$ cat src/rtl/mem_stage.sv
// MEM stage: registers the EX->MEM bundle, picks SRAM load data or the EX result, and aligns/extends sub-word loads.
// Outputs are combinational from the MEM register with no extra cycles; a stalled load captures its one-cycle SRAM word.
module mem_stage #(
   parameter int EX_TO_MEM_WD = 76,
   parameter int LOAD_WD      = 5,
   parameter int MEM_TO_WB_WD = 70,
   parameter int MEM_TO_RF_WD = 38
) (
   input  logic                    i_clk,
   input  logic                    i_rst,
   input  logic [5:0]              i_stall,
   input  logic [EX_TO_MEM_WD-1:0] i_ex_to_mem_bus,
   input  logic [LOAD_WD-1:0]      i_ex_load_bus,
   input  logic [31:0]             i_data_sram_rdata,
   output logic [MEM_TO_WB_WD-1:0] o_mem_to_wb_bus,
   output logic [MEM_TO_RF_WD-1:0] o_mem_to_rf_bus
);

   typedef enum logic {
      ST_LIVE = 1'b0,
      ST_HELD = 1'b1
   } state_t;

   state_t                    r_state;
   logic [31:0]               r_hold_data;
   logic [EX_TO_MEM_WD-1:0]   r_bus;
   logic [LOAD_WD-1:0]        r_load;

   logic [31:0] w_pc;
   logic        w_ram_en;
   logic [3:0]  w_ram_wen;
   logic        w_sel_rf_res;
   logic        w_rf_we;
   logic [4:0]  w_rf_waddr;
   logic [31:0] w_ex_result;
   logic        w_is_load;
   logic        w_hold_stage;
   logic        w_bubble;
   logic [1:0]  w_addr;
   logic [31:0] w_rdata_eff;
   logic [7:0]  w_byte;
   logic [15:0] w_half;
   logic [31:0] w_load_value;
   logic [31:0] w_rf_wdata;
   logic        w_stall_unused;

   assign w_pc         = r_bus[75:44];
   assign w_ram_en     = r_bus[43];
   assign w_ram_wen    = r_bus[42:39];
   assign w_sel_rf_res = r_bus[38];
   assign w_rf_we      = r_bus[37];
   assign w_rf_waddr   = r_bus[36:32];
   assign w_ex_result  = r_bus[31:0];

   assign w_is_load    = w_ram_en && (w_ram_wen == 4'b0000);
   assign w_bubble     = i_stall[3] && !i_stall[4];
   assign w_hold_stage = i_stall[3] && i_stall[4];

   // Only the EX/MEM and MEM/WB stall bits concern this stage.
   assign w_stall_unused = ^{i_stall[5], i_stall[2:0]};

   // The SRAM word is only guaranteed for the first MEM cycle, so a held load snapshots it.
   always_ff @(posedge i_clk) begin
      if (i_rst) begin
         r_bus       <= '0;
         r_load      <= '0;
         r_hold_data <= '0;
         r_state     <= ST_LIVE;
      end else if (!i_stall[3]) begin
         r_bus   <= i_ex_to_mem_bus;
         r_load  <= i_ex_load_bus;
         r_state <= ST_LIVE;
      end else if (w_bubble) begin
         r_bus   <= '0;
         r_load  <= '0;
         r_state <= ST_LIVE;
      end else if (w_hold_stage && (r_state == ST_LIVE) && w_is_load) begin
         r_hold_data <= i_data_sram_rdata;
         r_state     <= ST_HELD;
      end
   end

   assign w_rdata_eff = (r_state == ST_HELD) ? r_hold_data : i_data_sram_rdata;
   assign w_addr      = w_ex_result[1:0];

   always_comb begin
      w_byte = w_rdata_eff[7:0];
      case (w_addr)
         2'd0: w_byte = w_rdata_eff[7:0];
         2'd1: w_byte = w_rdata_eff[15:8];
         2'd2: w_byte = w_rdata_eff[23:16];
         2'd3: w_byte = w_rdata_eff[31:24];
         default: w_byte = w_rdata_eff[7:0];
      endcase
   end

   // Halfword select ignores addr[0]; misalignment is not trapped here.
   assign w_half = w_addr[1] ? w_rdata_eff[31:16] : w_rdata_eff[15:0];

   // Load flags {lb,lbu,lh,lhu,lw}; multiple set resolves lw > lh > lhu > lb > lbu.
   always_comb begin
      w_load_value = w_rdata_eff;
      if (r_load[0]) begin
         w_load_value = w_rdata_eff;
      end else if (r_load[2]) begin
         w_load_value = {{16{w_half[15]}}, w_half};
      end else if (r_load[1]) begin
         w_load_value = {16'h0000, w_half};
      end else if (r_load[4]) begin
         w_load_value = {{24{w_byte[7]}}, w_byte};
      end else if (r_load[3]) begin
         w_load_value = {24'h000000, w_byte};
      end
   end

   assign w_rf_wdata = w_sel_rf_res ? w_load_value : w_ex_result;

   assign o_mem_to_wb_bus = {w_pc, w_rf_we, w_rf_waddr, w_rf_wdata};
   assign o_mem_to_rf_bus = {w_rf_we, w_rf_waddr, w_rf_wdata};

endmodule
$ cat config.mk
export PLATFORM = sky130hd
export DESIGN_NAME = mem_stage
export DESIGN_NICKNAME = d
export VERILOG_FILES = /design/src/rtl/mem_stage.sv
export SDC_FILE = /design/constraint.sdc
export NUM_CORES = 1
export LEC_CHECK = 0
export ABC_AREA = 0
export BUFFER_PORTS_ARGS = -buffer_cell sky130_fd_sc_hd__buf_2
export CAP_MARGIN = 20
export CORE_MARGIN = 5
export CORE_UTILIZATION = 54
export CTS_CLUSTER_DIAMETER = 50
export DETAILED_ROUTE_END_ITERATION = 16
export GPL_TIMING_DRIVEN = 0
export PLACE_DENSITY = 0.87
export SYNTH_ARGS = -nofsm -noshare
export SYNTH_HDL_FRONTEND = slang
export SYNTH_SLANG_ARGS = --single-unit
$ cat constraint.sdc
create_clock -name i_clk -period 5.62 [get_ports i_clk]
set_input_delay 0.281 -clock i_clk [delete_from_list [all_inputs] [get_ports i_clk]]
set_output_delay 0.281 -clock i_clk [all_outputs]
set_load 0.01 [all_outputs]
==> results.md <==
- YS warnings: 0
- Sequential-to-total area share from yosys stat: 37.2%
- Max frequency: between 300 and 400 MHz
- First-pass GRT wire length: between 20000 and 30000 um
- Final #Nets: a little over 1000
- Setup TNS: 0 ns
- Tot GR Track Use: 28.3%
- Setup Skew: 0.00699 ns
- Ant. Diodes: 0
- FILL cells: between 800 and 900
- Final wirelength: about 20000 um
- Post-route ant nets: 0
- Synthesized instance count: ~660
- Worst-path clk slew: roughly 0.050 ns
- Cells resized by post-CTS repair: 0
- Crit path required time: 5.34 ns
- Worst Tran Pin Value: about 0.64 ns
- Largest net degree at the start of global routing: 17
- CTS tree: done
- 1st-pass router iterations: 6
- Gp weighted congestion: approximately 0.99
- Clock Latency Late Sink: roughly 0.42 ns
- CP max stage delay: 0.40 ns
- Layout area overhead: 30.3%
- Post-CTS setup buffers: 0
- Post-synth ARST share: 0%
- Post-CTS Hold Buffers: 0
- PD cells: 281 nW/um^2
- Clock Sinks: around 110
- Worst-path cell chain: clkbuf_1 -> clkbuf_1 -> nand4_1 -> buf_2 -> o221ai_1 -> buf_4 -> buf_2
- Top_reg_cell synth: dfxtp_1
- Fraction of layout cells with a size suffix above 1: between 40% and 50%
- RSZ-0062 raised after global routing: no
- DR vias: approximately 6100
- MaxCap Viol Count: 0
- Most common cell after layout, fill and taps aside: buf_2
- WP data arrival: ~2.8 ns
- IO buf count: roughly 220
- Initial Util: between 50% and 60%
- Number of enable flip-flop cells after synthesis: 0
- Worst-path fanout max: 10
- Leak Pwr: about 3.6 nW
- Post-synthesis average cell area: about 9.4 um^2
- Chip Width: roughly 120 um
- Initial antenna violation count: 0
- I/O pins: about 230
- Setup-failing EPs final: 0
- Yosys reg bits: about 110
- Relative max-transition margin: approximately 57%
- Status: complete, no violations
- Setup CP Type: flop to primary output
- Hold path depth: 2
- DRC viols: 0
- Core ar.: ~11000 um^2
- Cell Area, Synth: 6130 um^2
- Max Buffers Root-to-Sink: 2
- Die Ht: between 100 and 150 um
- R2R depth: 6
- Critical path depth: 7
- CP top delay family: buffers and inverters
- Cts bufs inserted: 17
- Final hold vios: 0
- Vias in the first global route: 5669
- Most frequent cells in the layout: buf_2 (237), dfxtp_1 (114), a22o_1 (86)
- Fin crit period: approximately 3 ns
- Hpwl dp: 15000 um
- H-tree Lvls: 4
- Die area: roughly 14000 um^2
- WL/cell: approximately 19 um
- Net Count, Synth: 776
- CP Capture Type: primary output
- Worst ir drop on vdd: around 0.20 mV
- Final cycle utilization of the critical path: between 50% and 60%
- Worst setup SP type: flop
- Standard-cell rows: 39
- Yosys cell types: between 40 and 50
- Slew Viols, Final: 0
- CP max-delay cell: clkbuf_1
- Total grt overflow: 0
- Hold Path Class: input pin to flop
- CTS Root Cell: clkbuf_16
- Vias per cell: about 5.8
- Hold slack: about 0.077 ns
- DRT iter0 DRCs: about 750
- Buf+Inv Stages, Crit Path: 5
## layout make-up
| class | count | area, um^2 | area share, % |
|---|---|---|---|
| Tap cell | 143 | 179 | 2.24 |
| Multi-Input combinational cell | 402 | 3000 | 37.6 |
| Inverter | 5 | 18.8 | 0.235 |
| Timing Repair Buffer | 223 | 1120 | 14.0 |
| Clock buffer | 23 | 508 | 6.36 |
| Buffer | 134 | 825 | 10.3 |
| Sequential cell | 114 | 2280 | 28.6 |
| Clock inverter | 8 | 52.6 | 0.658 |
## flip-flops by register name (all words and copies together) (netlist names)
name,cells
r_bus,76
r_hold_data,32
r_load,5
r_state,1
## per-stage QoR
step / instances / utilization (%) / total power [mW] / setup slack, ns / area, um^2
2_1_floorplan: 655 / - / 1.10 / 3.47 / 6130
3_3_place_gp: 1021 / 65.9 / 1.25 / 3.05 / 7420
3_5_place_dp: 1021 / 65.9 / 1.25 / 3.04 / 7420
4_1_cts: 1052 / 70.8 / 2.25 / 2.58 / 7980
5_1_grt: 1052 / 70.8 / 2.33 / 2.34 / 7980
6_report: 1052 / 70.8 / 2.24 / 2.54 / 7980
## cell families after synthesis
kind of cell / after synthesis / synth area share, %
AND/OR/NAND/NOR: 158 / 12.7
multiplexers: 58 / 12.6
flip-flops: 114 / 37.2
AO/OA/AOI/OAI: 186 / 23.7
buffers and inverters: 139 / 13.8
## Yosys cell counts, types with 2 or more instances
cell,count,share of area (%)
a21oi_1,37,3.0
a221oi_1,7,1.0
a22o_1,86,12
a22oi_1,16,2.0
a32oi_1,2,0.29
and2_1,8,0.82
and4_1,2,0.29
buf_1,2,0.12
buf_2,14,1.1
buf_4,77,9.4
buf_6,2,0.37
clkbuf_1,39,2.4
dfxtp_1,114,37
inv_1,5,0.31
mux2_2,3,0.55
mux2i_1,40,6.5
mux4_2,15,5.5
nand2_1,72,4.4
nand3_1,3,0.24
nand4_1,2,0.20
nor2_1,19,1.2
nor2b_1,15,1.5
nor3_1,18,1.5
nor3_2,9,1.5
o211ai_1,9,1.1
o21ai_0,2,0.16
o221ai_1,8,1.1
o22ai_1,2,0.20
o2bb2ai_1,8,1.1
or2_2,4,0.41
## routing by layer
layer	part of all wire, %	GRT usage, %	vias to the layer above
met5	0	0	-
met4	3.0	10.9	0
met3	12	7.88	54
met2	46	46.0	383
met1	39	36.0	2881
li1	-	-	2818
## power by group
group	switching, mW	total (mW)	internal (mW)
combinational	0.194	0.380	0.187
sequential	0.0205	0.861	0.841
clock	0.374	1.00	0.628
## path summary, 6_finish.rpt
path / start / to / slack (ns)
worst min register to register: r_hold_data[3]$_SDFFE_PP0P_ / r_hold_data[3]$_SDFFE_PP0P_ / 0.45
worst min-delay path: i_ex_to_mem_bus[60] / r_bus[60]$_SDFFE_PP0N_ / 0.08
worst max-delay path: r_bus[38]$_SDFFE_PP0N_ / o_mem_to_wb_bus[14] / 2.54
worst max register to register: r_bus[39]$_SDFFE_PP0N_ / r_hold_data[11]$_SDFFE_PP0P_ / 3.54
(Power assumes the default switching activity.)
